File: src/rtl/vscale_dmem_arbiter.sv
// Round-robin arbiter sharing one split-phase data-memory port among NUM_CORES vscale
// pipelines; ungranted requests wait in per-core buffers, faulting accesses never reach memory.
`timescale 1ns/1ps
module vscale_dmem_arbiter #(
    parameter int unsigned NUM_CORES      = 4,
    parameter int unsigned XPR_LEN        = 32,
    parameter int unsigned MEM_TYPE_WIDTH = 3,
    parameter int unsigned MEM_SIZE_BYTES = 32'h10000
) (
    input  logic                                clk,
    input  logic                                reset,
    input  logic [NUM_CORES-1:0]                core_dmem_en,
    input  logic [NUM_CORES-1:0]                core_dmem_wen,
    input  logic [NUM_CORES*MEM_TYPE_WIDTH-1:0] core_dmem_size,
    input  logic [NUM_CORES*XPR_LEN-1:0]        core_dmem_addr,
    input  logic [NUM_CORES*XPR_LEN-1:0]        core_dmem_wdata,
    output logic [XPR_LEN-1:0]                  core_dmem_rdata,
    output logic [NUM_CORES-1:0]                core_dmem_wait,
    output logic [NUM_CORES-1:0]                core_dmem_badmem_e,
    output logic                                mem_en,
    output logic                                mem_wen,
    output logic [MEM_TYPE_WIDTH-1:0]           mem_size,
    output logic [XPR_LEN-1:0]                  mem_addr,
    output logic [2:0]                          mem_core_id,
    output logic [XPR_LEN-1:0]                  mem_wdata,
    input  logic [XPR_LEN-1:0]                  mem_rdata,
    input  logic                                mem_wait
);
    localparam int unsigned IdW = (NUM_CORES > 1) ? $clog2(NUM_CORES) : 1;
    localparam logic [XPR_LEN:0] MemLimit = (XPR_LEN+1)'(MEM_SIZE_BYTES);

    typedef enum logic [1:0] {StIdle, StPending, StData} core_state_e;

    core_state_e               r_state      [NUM_CORES];
    core_state_e               w_state_next [NUM_CORES];
    logic [NUM_CORES-1:0]      r_buf_wen;
    logic [MEM_TYPE_WIDTH-1:0] r_buf_size   [NUM_CORES];
    logic [XPR_LEN-1:0]        r_buf_addr   [NUM_CORES];
    logic [IdW-1:0]            r_last_grant;
    logic [IdW-1:0]            r_owner_id;
    logic                      r_owner_valid;
    logic                      r_owner_bad;

    logic                      w_stall;
    logic                      w_owner_done;
    logic                      w_grant;
    logic [IdW-1:0]            w_win_id;
    logic [NUM_CORES-1:0]      w_live;
    logic [NUM_CORES-1:0]      w_elig;
    logic [NUM_CORES-1:0]      w_latch;
    logic                      w_sel_wen;
    logic [MEM_TYPE_WIDTH-1:0] w_sel_size;
    logic [XPR_LEN-1:0]        w_sel_addr;
    logic                      w_sel_bad;

    function automatic logic is_fault(input logic [XPR_LEN-1:0] addr, input logic [1:0] size_lo);
        logic misaligned;
        misaligned = 1'b0;
        if (size_lo == 2'd1) begin
            misaligned = addr[0];
        end else if (size_lo == 2'd2) begin
            misaligned = |addr[1:0];
        end
        return misaligned || ({1'b0, addr} >= MemLimit);
    endfunction

    // A faulting data phase never stalls: mem_wait is ignored for it.
    assign w_stall      = r_owner_valid && !r_owner_bad && mem_wait;
    assign w_owner_done = r_owner_valid && !w_stall;

    always_comb begin
        w_live = '0;
        w_elig = '0;
        for (int i = 0; i < NUM_CORES; i++) begin
            w_live[i] = core_dmem_en[i] &&
                        ((r_state[i] == StIdle) || (r_state[i] == StData && w_owner_done));
            w_elig[i] = w_live[i] || (r_state[i] == StPending);
        end
    end

    always_comb begin
        logic [IdW-1:0] w_idx;
        w_idx    = '0;
        w_grant  = 1'b0;
        w_win_id = '0;
        if (!reset && !w_stall) begin
            for (int unsigned k = 1; k <= NUM_CORES; k++) begin
                w_idx = IdW'((32'(r_last_grant) + k) % NUM_CORES);
                if (!w_grant && w_elig[w_idx]) begin
                    w_grant  = 1'b1;
                    w_win_id = w_idx;
                end
            end
        end
    end

    // A pending winner replays its latched request; a live winner passes straight through.
    always_comb begin
        w_sel_wen  = 1'b0;
        w_sel_size = '0;
        w_sel_addr = '0;
        for (int i = 0; i < NUM_CORES; i++) begin
            if (w_win_id == IdW'(i)) begin
                if (r_state[i] == StPending) begin
                    w_sel_wen  = r_buf_wen[i];
                    w_sel_size = r_buf_size[i];
                    w_sel_addr = r_buf_addr[i];
                end else begin
                    w_sel_wen  = core_dmem_wen[i];
                    w_sel_size = core_dmem_size[i*MEM_TYPE_WIDTH +: MEM_TYPE_WIDTH];
                    w_sel_addr = core_dmem_addr[i*XPR_LEN +: XPR_LEN];
                end
            end
        end
        w_sel_bad = is_fault(w_sel_addr, w_sel_size[1:0]);
    end

    assign mem_en          = w_grant && !w_sel_bad;
    assign mem_wen         = w_sel_wen;
    assign mem_size        = w_sel_size;
    assign mem_addr        = w_sel_addr;
    assign mem_core_id     = 3'(w_win_id);
    assign core_dmem_rdata = mem_rdata;

    always_comb begin
        mem_wdata          = '0;
        core_dmem_wait     = '0;
        core_dmem_badmem_e = '0;
        for (int i = 0; i < NUM_CORES; i++) begin
            if (r_owner_id == IdW'(i)) begin
                mem_wdata = core_dmem_wdata[i*XPR_LEN +: XPR_LEN];
            end
            core_dmem_wait[i]     = (r_state[i] == StPending) ||
                                    (r_state[i] == StData && w_stall);
            core_dmem_badmem_e[i] = (r_state[i] == StData) && r_owner_bad;
        end
    end

    always_comb begin
        w_latch = '0;
        for (int i = 0; i < NUM_CORES; i++) begin
            w_state_next[i] = r_state[i];
            w_latch[i]      = w_live[i] && !(w_grant && w_win_id == IdW'(i));
            if (w_grant && w_win_id == IdW'(i)) begin
                w_state_next[i] = StData;
            end else if (w_live[i]) begin
                w_state_next[i] = StPending;
            end else if (r_state[i] == StData && w_owner_done) begin
                w_state_next[i] = StIdle;
            end
        end
    end

    always_ff @(posedge clk) begin
        if (reset) begin
            for (int i = 0; i < NUM_CORES; i++) begin
                r_state[i] <= StIdle;
            end
            r_last_grant  <= IdW'(NUM_CORES - 1);
            r_owner_id    <= '0;
            r_owner_valid <= 1'b0;
            r_owner_bad   <= 1'b0;
        end else begin
            for (int i = 0; i < NUM_CORES; i++) begin
                r_state[i] <= w_state_next[i];
            end
            if (w_grant) begin
                r_last_grant  <= w_win_id;
                r_owner_id    <= w_win_id;
                r_owner_valid <= 1'b1;
                r_owner_bad   <= w_sel_bad;
            end else if (w_owner_done) begin
                r_owner_valid <= 1'b0;
                r_owner_bad   <= 1'b0;
            end
        end
    end

    // Buffer contents are only meaningful while the matching core is pending.
    always_ff @(posedge clk) begin
        for (int i = 0; i < NUM_CORES; i++) begin
            if (w_latch[i]) begin
                r_buf_wen[i]  <= core_dmem_wen[i];
                r_buf_size[i] <= core_dmem_size[i*MEM_TYPE_WIDTH +: MEM_TYPE_WIDTH];
                r_buf_addr[i] <= core_dmem_addr[i*XPR_LEN +: XPR_LEN];
            end
        end
    end

endmodule
File: config.mk
export PLATFORM = sky130hd
export DESIGN_NAME = vscale_dmem_arbiter
export DESIGN_NICKNAME = d
export VERILOG_FILES = /design/src/rtl/vscale_dmem_arbiter.sv
export SDC_FILE = /design/constraint.sdc
export NUM_CORES = 1
export LEC_CHECK = 0
export BUFFER_PORTS_ARGS = -buffer_cell sky130_fd_sc_hd__buf_2
export CAP_MARGIN = 20
export CORE_AREA = 10 10 157 159
export CTS_CLUSTER_SIZE = 12
export DETAILED_ROUTE_END_ITERATION = 8
export DIE_AREA = 0 0 167 169
export PLACE_DENSITY = 0.8
export SETUP_SLACK_MARGIN = 0.2
export SLEW_MARGIN = 15
export SYNTH_ARGS = -nofsm -noshare
export SYNTH_HDL_FRONTEND = slang
export SYNTH_SLANG_ARGS = --single-unit
File: constraint.sdc
create_clock -name clk -period 6.4 [get_ports clk]
set_input_delay 0.96 -clock clk [delete_from_list [all_inputs] [get_ports clk]]
set_output_delay 0.96 -clock clk [all_outputs]
set_load 0.05 [all_outputs]
==> results of run 1 <==
kinds of logic (layout without fill, tap and decap cells):
| logic type | after synthesis | count (layout) | synth area share |
|---|---|---|---|
| buffers and inverters | 94 | 419 | 0.0564 |
| multiplexers | 156 | 156 | 0.219 |
| AND/OR/NAND/NOR | 202 | 202 | 0.106 |
| AO/OA/AOI/OAI | 131 | 131 | 0.109 |
| flip-flops | 158 | 158 | 0.509 |
| other | 1 | 6 | 0.000414 |
per-layer routing:
| layer | share of wire | up-vias |
|---|---|---|
| li1 | - | 3491 |
| met2 | 0.51 | 563 |
| met1 | 0.37 | 3792 |
| met3 | 0.10 | 75 |
| met5 | 0.00058 | - |
| met4 | 0.027 | 4 |
worst paths after layout:
path	from	endpoint	slack [ns]	cells past startpoint
setup / recovery	mem_wait	mem_en	0.64	12
hold reg to reg	r_owner_id[1]	r_owner_id[1]	0.56	2
hold / removal	r_owner_id[1]	r_owner_id[1]	0.56	2
setup reg to reg	r_owner_valid	r_buf_addr[0][4]	2.30	10
synthesized netlist by cell type, types with 3 or more instances:
cell type / n / area, sq um
nor2_1: 21 / 78.8
o21a_1: 6 / 45.0
o211ai_1: 8 / 60.1
mux4_2: 32 / 721
nand2_1: 86 / 323
nor2_2: 3 / 18.8
o21bai_1: 4 / 30.0
nand2b_1: 9 / 56.3
nand3_1: 34 / 170
o21ai_0: 14 / 70.1
o32a_1: 4 / 40.0
a21oi_1: 30 / 150
clkbuf_1: 23 / 86.3
or2_1: 4 / 25.0
edfxtp_1: 144 / 4320
a211o_1: 3 / 26.3
nor2b_1: 9 / 56.3
mux2_2: 17 / 191
a32oi_1: 4 / 35.0
buf_4: 37 / 278
o22ai_1: 4 / 25.0
buf_2: 9 / 45.0
a221oi_1: 4 / 35.0
buf_1: 11 / 41.3
o221ai_1: 17 / 149
nand4_1: 4 / 25.0
mux2i_1: 105 / 1050
nor4_1: 3 / 18.8
dfxtp_1: 14 / 280
inv_1: 11 / 41.3
a211oi_1: 6 / 45.0
nor3_1: 19 / 95.1
power by group:
part,internal (mW),switching (mW)
Sequential,1.33,0.0711
Combinational,0.666,1.70
Clock,0.580,0.433
per-stage QoR:
stage / setup WS (ns) / power, mW / util / cell area, sq um / instances
6_report: 0.642 / 4.77 / 0.533 / 11500 / 1352
3_5_place_dp: 0.781 / 3.76 / 0.506 / 10900 / 1315
4_1_cts: 0.750 / 4.78 / 0.533 / 11500 / 1347
3_3_place_gp: 0.789 / 3.75 / 0.506 / 10900 / 1315
5_1_grt: 0.541 / 4.96 / 0.533 / 11500 / 1351
2_1_floorplan: 0.807 / 3.12 / - / 9050 / 742
flip-flops by register name, summed over array words and instances, names as in the netlist:
name / count
r_buf_addr: 128
r_buf_size: 12
r_state: 8
r_buf_wen: 4
r_last_grant: 2
r_owner_id: 2
r_owner_bad: 1
r_owner_valid: 1
cell usage in the layout (no fill, tap or decap), types with 8 or more instances in the layout:
cell	synthesis	layout
o221ai_1	17	17
edfxtp_1	144	144
nor2_1	21	21
mux4_2	32	32
inv_1	11	11
clkbuf_16	0	17
buf_4	37	17
nand2b_1	9	9
dfxtp_1	14	13
mux2_2	17	17
o211ai_1	8	8
mux2i_1	105	105
a21oi_1	30	30
nor3_1	19	17
nand2_1	86	86
nand3_1	34	34
buf_2	9	357
o21ai_0	14	14
critical path, cell delays in order:
cell,delay (ns)
buf_2,0.08
nor2b_4,0.32
o21a_1,0.28
o22ai_2,0.14
a221o_1,0.41
o21ai_2,0.69
o211ai_1,0.19
a221o_1,0.38
nor4_2,0.36
nand4_1,0.20
nor3_1,0.43
buf_2,0.35
area by class of cell:
| cell class | count | area (sq um) |
|---|---|---|
| well taps | 280 | 350 |
| repair buffers | 374 | 1910 |
| flip-flops and latches | 158 | 4610 |
| clock inverters | 15 | 158 |
| multi-input cells | 490 | 3980 |
| inverters | 13 | 48.8 |
| clock buffers | 17 | 425 |
| diodes | 5 | 12.5 |
| fillers | 1820 | 10100 |
==> impl_results.md, run 1 <==
* Placer Congestion at 0.938
* Yosys cell types at 66
* Initial DRC count at 1212
* Number of routed nets with antenna violations at 0
* Unrepaired setup endpoints after global routing: false
* CP Capture Type: primary output
* Worst setup SP type: primary input
* Root Driver: clkbuf_16
* Post-synth EDFFs at 144
* Die Area at 28200 sq um
* Row count at 54
* Setup Buffers After CTS at 0
* Dpl hpwl at 30.4 mm
* I/O Pins at 423
* Die extent in y at 169 um
* Sequential area share after synthesis at 0.509
* Slew headroom at 0.256
* Syn Area/Cell at 12.2 sq um
* Avg WL per Cell at 27.9 um
* Core Region at 21600 sq um
* Peak supply drop at 0.000245 V
* Power Density at 415 nW/um^2
* Global route hottest layer: met2
* Worst-margin pin slew at 1.12 ns
* Max Slew Vio Count at 0
* Final nets at 1365
* P_leak at 4.64 nW
* #FFs+latches synth at 158
* Run status: finished clean
* H-tree depth at 4
* Syn nets at 1053
* Vias at 7925
* Port Buffers at 357
* CTS tree: built
* Vias/cell at 5.86
* Worst Hold Slack at 0.561 ns
* Clock Pin Slew Worst Setup and Hold Paths at 0.06 ns
* Grt total ovfl at 0
* Setup-failing EPs final at 0
* CP Max Fanout at 16
* Drt pass-1 iters at 6
* Tcrit/Tclk final at 0.900
* GRT Total Usage at 0.256
* Hold Path Class: reg2reg
* GR Util met2 at 0.440
* Final min period at 5.76 ns
* Final Hold Fails at 0
* Final wirelength at 37.7 mm
* Setup CP Type: in2out
* Worst Path Arrival at 4.80 ns
* Antenna violations before repair at 10
* Highest Clock Rate at 174 MHz
* Synth async-reset ratio at 0
* Vias in the first global route at 8147
* DRC at 0
* Max-cap violations at 0
* TNS Setup at 0 ns
* Mapped Cells at 742
* Global-route wire length before repair at 54.9 mm
* Die width at 167 um
* CTS resizes at 0
* Largest net degree at the start of global routing at 37
* Worst skew pair latency at 0.43 ns
* Ys flop type: edfxtp_1
* Initial Util at 0.420
* Worst path required time at 5.44 ns
* Num CTS Buffers at 17
* # clock sinks at 158
* M3 GR Usage at 0.0709
* Yosys warns at 0
* Layout area overhead at 27.0%
* Cts hold-fix bufs at 0
* Grt met1 use at 0.304
* Clk buf depth at 2
* Proportion of layout cells with a drive suffix above 1 at 0.452
* Clock skew at 0.0112 ns
* Synth Cell Area at 9050 sq um
(Power assumes the default switching activity.)
==> run 2, diff against run 1 <==
--- a/config.mk
+++ b/config.mk
@@ -13,6 +13,7 @@
 export DIE_AREA = 0 0 167 169
 export PLACE_DENSITY = 0.8
 export SETUP_SLACK_MARGIN = 0.2
+export SKIP_CTS_REPAIR_TIMING = 1
 export SLEW_MARGIN = 15
 export SYNTH_ARGS = -nofsm -noshare
 export SYNTH_HDL_FRONTEND = slang
==> constraint.sdc (replaced) <==
create_clock -name clk -period 6.4 [get_ports clk]
set_input_delay 0.96 -clock clk [delete_from_list [all_inputs] [get_ports clk]]
set_output_delay 0.96 -clock clk [all_outputs]
set_load 0.005 [all_outputs]
==> impl_results.md, run 2 (synthesis results as in run 1) <==
* Dpl hpwl at 30.2 mm
* Number of routed nets with antenna violations at 0
* Hold Path Class: reg2reg
* I/O Pins at 423
* Max Slew Vio Count at 0
* Setup-failing EPs final at 0
* Grt total ovfl at 0
* Final Hold Fails at 0
* Die extent in y at 169 um
* Max FFs per register at 128
* Die width at 167 um
* Clk buf depth at 2
* Unrepaired setup endpoints after global routing: false
* Worst Reg2Reg Path Length in Cells at 11
* Worst path required time at 5.44 ns
* Clock skew at 0.00860 ns
* Layout area overhead at 27.1%
* Most frequent cells in the layout: buf_2, edfxtp_1, mux2i_1, nand2_1, nand3_1
* Avg WL per Cell at 27.9 um
* Non-Filler Instances at 1351
* Peak supply drop at 0.000236 V
* Highest Clock Rate at 180 MHz
* Row count at 54
* Antenna violations before repair at 12
* Run status: finished clean
* Worst reg2reg endpoint: r_buf_wen[0]
* Root Driver: clkbuf_16
* TNS Setup at 0 ns
* Biggest register: r_buf_addr
* Port Buffers at 357
* Top Registers: r_buf_addr (128), r_buf_size (12), r_state (8)
* R2r setup slk at 2.18 ns
* Final wirelength at 37.6 mm
* CTS tree: built
* Num CTS Buffers at 17
* Placer Congestion at 0.909
* Global-route wire length before repair at 54.1 mm
* Worst Hold Depth at 2
* Placed cells at 1313
* Setup CP Type: in2out
* Worst setup SP type: primary input
* Largest net degree at the start of global routing at 37
* Initial DRC count at 905
* CP Max Fanout at 16
* Power Density at 356 nW/um^2
* Vias/cell at 5.83
* Vias at 7881
* Hold path start: r_owner_id[1]
* Final nets at 1364
* Die Area at 28200 sq um
* WHS Endpoint: r_owner_id[1]
* Fill count at 1878
* # clock sinks at 158
* Drt pass-1 iters at 5
* H-tree depth at 4
* Final min period at 5.55 ns
* Slew headroom at 0.249
* Tcrit/Tclk final at 0.867
* Clock Pin Slew Worst Setup and Hold Paths at 0.06 ns
* Vias in the first global route at 8217
* Worst skew pair latency at 0.43 ns
* Critical R2R Launch: r_owner_valid
* Leading cell type in the layout, fill and taps excluded: buf_2
* Max-cap violations at 0
* Proportion of layout cells with a drive suffix above 1 at 0.448
* Initial Util at 0.420
* Total Power at 4.09 mW
* DRC at 0
* GRT Total Usage at 0.252
* P_leak at 4.63 nW
* Core Region at 21600 sq um
* CP Capture Type: primary output
* Worst-margin pin slew at 1.13 ns
* Worst Path Arrival at 4.59 ns
run 2: cell count changes in the layout (fill, tap and decap cells not counted), sizes merged:
cell	change
clkbuf	+3
inv	-2
buf	-1
clkinv	-1
run 2: worst max-delay path, cell delays in order:
cell,delay (ns)
buf_2,0.07
nor2b_4,0.33
o21a_1,0.27
o22ai_2,0.14
a221o_1,0.42
o21ai_2,0.67
o211ai_1,0.18
a221o_1,0.40
nor4_2,0.35
nand4_1,0.19
nor3_1,0.40
buf_2,0.20
run 2: per-stage QoR:
stage | hold WS [ns] | utilization | setup WS (ns) | cell area [sq um]
final | 0.533 | 0.534 | 0.848 | 11500
after CTS | 0.531 | 0.532 | 0.909 | 11500
after detailed placement | 0.516 | 0.506 | 0.900 | 10900
after global placement | 0.551 | 0.506 | 0.906 | 10900
after floorplan | 0.518 | - | 0.934 | 9050
after global routing | 0.618 | 0.534 | 0.665 | 11500
run 2: layer usage:
layer / up-vias / routed length (um) / GRT usage
met5: - / 74 / 0.00181
met4: 10 / 1260 / 0.105
met3: 78 / 3420 / 0.0753
met2: 536 / 19000 / 0.432
met1: 3772 / 13900 / 0.287
li1: 3485 / - / -
run 2: final cells by class:
class,count,area (sq um),share of cell area
multi-input cells,490,3990,0.346
diodes,5,12.5,0.00109
flip-flops and latches,158,4610,0.400
repair buffers,373,1930,0.168
clock buffers,20,437,0.0379
well taps,280,350,0.0304
clock inverters,12,136,0.0119
inverters,13,48.8,0.00424
run 2: report_power, final:
group / total, mW / switching, mW / internal [mW]
Clock: 0.998 / 0.420 / 0.578
Sequential: 1.40 / 0.0715 / 1.32
Combinational: 1.70 / 1.03 / 0.669
run 2: worst max path at each step:
stage,slack [ns],endpoint,startpoint,depth (start not counted)
detailed placement,0.90,mem_en,mem_wait,15
finish,0.85,mem_en,mem_wait,12
global placement,0.91,mem_en,mem_wait,12
CTS,0.91,mem_en,mem_wait,15
global route,0.67,mem_en,mem_wait,15
floorplan,0.93,r_buf_addr[2][0],mem_wait,9
==> run 3, diff against run 2 <==
--- a/config.mk
+++ b/config.mk
@@ -7,10 +7,12 @@
 export LEC_CHECK = 0
 export BUFFER_PORTS_ARGS = -buffer_cell sky130_fd_sc_hd__buf_2
 export CAP_MARGIN = 20
-export CORE_AREA = 10 10 157 159
+export CELL_PAD_IN_SITES_DETAIL_PLACEMENT = 1
+export CELL_PAD_IN_SITES_GLOBAL_PLACEMENT = 1
+export CORE_MARGIN = 10
+export CORE_UTILIZATION = 36
 export CTS_CLUSTER_SIZE = 12
 export DETAILED_ROUTE_END_ITERATION = 8
-export DIE_AREA = 0 0 167 169
 export PLACE_DENSITY = 0.8
 export SETUP_SLACK_MARGIN = 0.2
 export SKIP_CTS_REPAIR_TIMING = 1
==> impl_results.md, run 3 (synthesis results as in run 1) <==
* Run status: finished clean
* H-tree depth at 4
* Sequential cell area at 4610 sq um
* Tcrit/Tclk final at 0.883
* Max-cap violations at 0
* Antenna violations before repair at 8
* # clock sinks at 158
* Most used cell, CP: buf_2
* Worst reg2reg endpoint: r_buf_addr[1][18]
* Setup-failing EPs final at 0
* Gate power share at 0.415
* CP Max Fanout at 19
* Vias at 7990
* Power Density at 363 nW/um^2
* Worst Hold Slack at 0.535 ns
* Layout area overhead at 28.5%
* Proportion of layout cells with a drive suffix above 1 at 0.455
* Core Region at 24500 sq um
* Sw frac at 0.386
* Critical R2R Launch: r_owner_valid
* Avg WL per Cell at 28.9 um
* Peak supply drop at 0.000191 V
* Largest net degree at the start of global routing at 37
* TNS Setup at 0 ns
* CP Capture Type: primary output
* Setup slack after layout at 0.747 ns
* Hold Path Class: reg2reg
* Vias in the first global route at 8770
* Multi-input gate area at 3980 sq um
* Fin util at 0.474
* Biggest register: r_buf_addr
* Crit path cell chain: buf_2 > nor2b_4 > o21ai_2 > a2111oi_1 > o221ai_2 > o211ai_2 > buf_4 > inv_2 > nand2_1 > o211ai_1 > nor4_2 > nand4_1 > nor3_1 > buf_2
* Final min period at 5.65 ns
* Leading cell type in the layout, fill and taps excluded: buf_2
* Setup CP Type: in2out
* Fill count at 2767
* Root Driver: clkbuf_16
* Critical path origin: mem_wait
* I/O Pins at 423
* Dpl hpwl at 31.9 mm
* P_sw at 1.63 mW
* Non-Filler Instances at 1399
* Max Slew Vio Count at 0
* P_int at 2.59 mW
* Initial DRC count at 681
* CP peak stage delay at 0.48 ns
* Top Registers: r_buf_addr (128), r_buf_size (12), r_state (8)
* Worst Reg2Reg Path Length in Cells at 8
* Worst setup SP type: primary input
* Max FFs per register at 128
* Die extent in y at 179 um
* Clock skew at 0.0106 ns
* Unrepaired setup endpoints after global routing: false
* Final Hold Fails at 0
* Post-DP Area at 11000 sq um
* Finished layout cell area at 11600 sq um
* P_leak at 4.68 nW
* Worst skew pair latency at 0.44 ns
* Total Power at 4.22 mW
* Drt pass-1 iters at 5
* Final wirelength at 40.5 mm
* Placer Congestion at 0.959
* Slew headroom at 0.266
* Number of routed nets with antenna violations at 0
* Most frequent cells in the layout: buf_2, edfxtp_1, mux2i_1, nand2_1, nand3_1
* Num CTS Buffers at 17
* Clk network pwr share at 0.254
* Placed cells at 1361
* Initial Util at 0.369
* CTS tree: built
* Worst Path Arrival at 4.69 ns
* R2r setup slk at 2.34 ns
* GRT Total Usage at 0.244
* Die Area at 31900 sq um
* Vias/cell at 5.71
* Clock Pin Slew Worst Setup and Hold Paths at 0.07 ns
* Global-route wire length before repair at 57.8 mm
* Final nets at 1369
* CP max-delay cell: nand2_1
* Grt total ovfl at 0
* Port Buffers at 357
* Highest Clock Rate at 177 MHz
* Worst-margin pin slew at 1.10 ns
* Clk buf depth at 2
* Pre-CTS setup slack at 0.773 ns
* Worst Setup EP: mem_en
* Die width at 179 um
* Row count at 57
* DRC at 0
* Worst path required time at 5.44 ns
* Sequential fraction of design power at 0.331
==> run 3: layout make-up <==
class	instances	area share
sequential	158	0.396
timing repair buffer	378	0.170
inverter	13	0.00420
tap	324	0.0349
clock buffer	17	0.0366
clock inverter	15	0.0152
antenna	4	0.000861
multi-input combinational	490	0.342
==> run 3: power groups by stage <==
stage,sequential [mW],combinational (mW),clock (mW)
global route,1.41,1.87,1.12
floorplan,1.39,1.02,0
global placement,1.41,1.69,0
finish,1.40,1.75,1.07
detailed placement,1.42,1.72,0
CTS,1.40,1.74,1.09
==> run 3: how the worst min path moves through the flow <==
stage                  start            end  slack [ns]  depth (start not counted)
2_1_floorplan  r_state[3][0]  r_state[3][0]        0.52                          2
3_3_place_gp   r_owner_id[1]  r_owner_id[1]        0.51                          2
6_report       r_owner_id[1]  r_owner_id[1]        0.54                          2
4_1_cts        r_owner_id[1]  r_owner_id[1]        0.54                          2
5_1_grt        r_owner_id[1]  r_owner_id[1]        0.59                          2
3_5_place_dp   r_owner_id[1]  r_owner_id[1]        0.53                          2
==> run 3: per-layer routing <==
metal,share of wire,GRT usage,up-vias
met5,0.00082,0,-
met4,0.033,0.0978,4
met1,0.37,0.273,4030
li1,-,-,3499
met3,0.072,0.0524,66
met2,0.52,0.442,391
==> run 3: worst max-delay path, delay by kind of cell <==
kind / cells / cell delay [ns]
buffers and inverters: 4 / 0.74
AO/OA/AOI/OAI: 5 / 1.23
AND/OR/NAND/NOR: 5 / 1.74
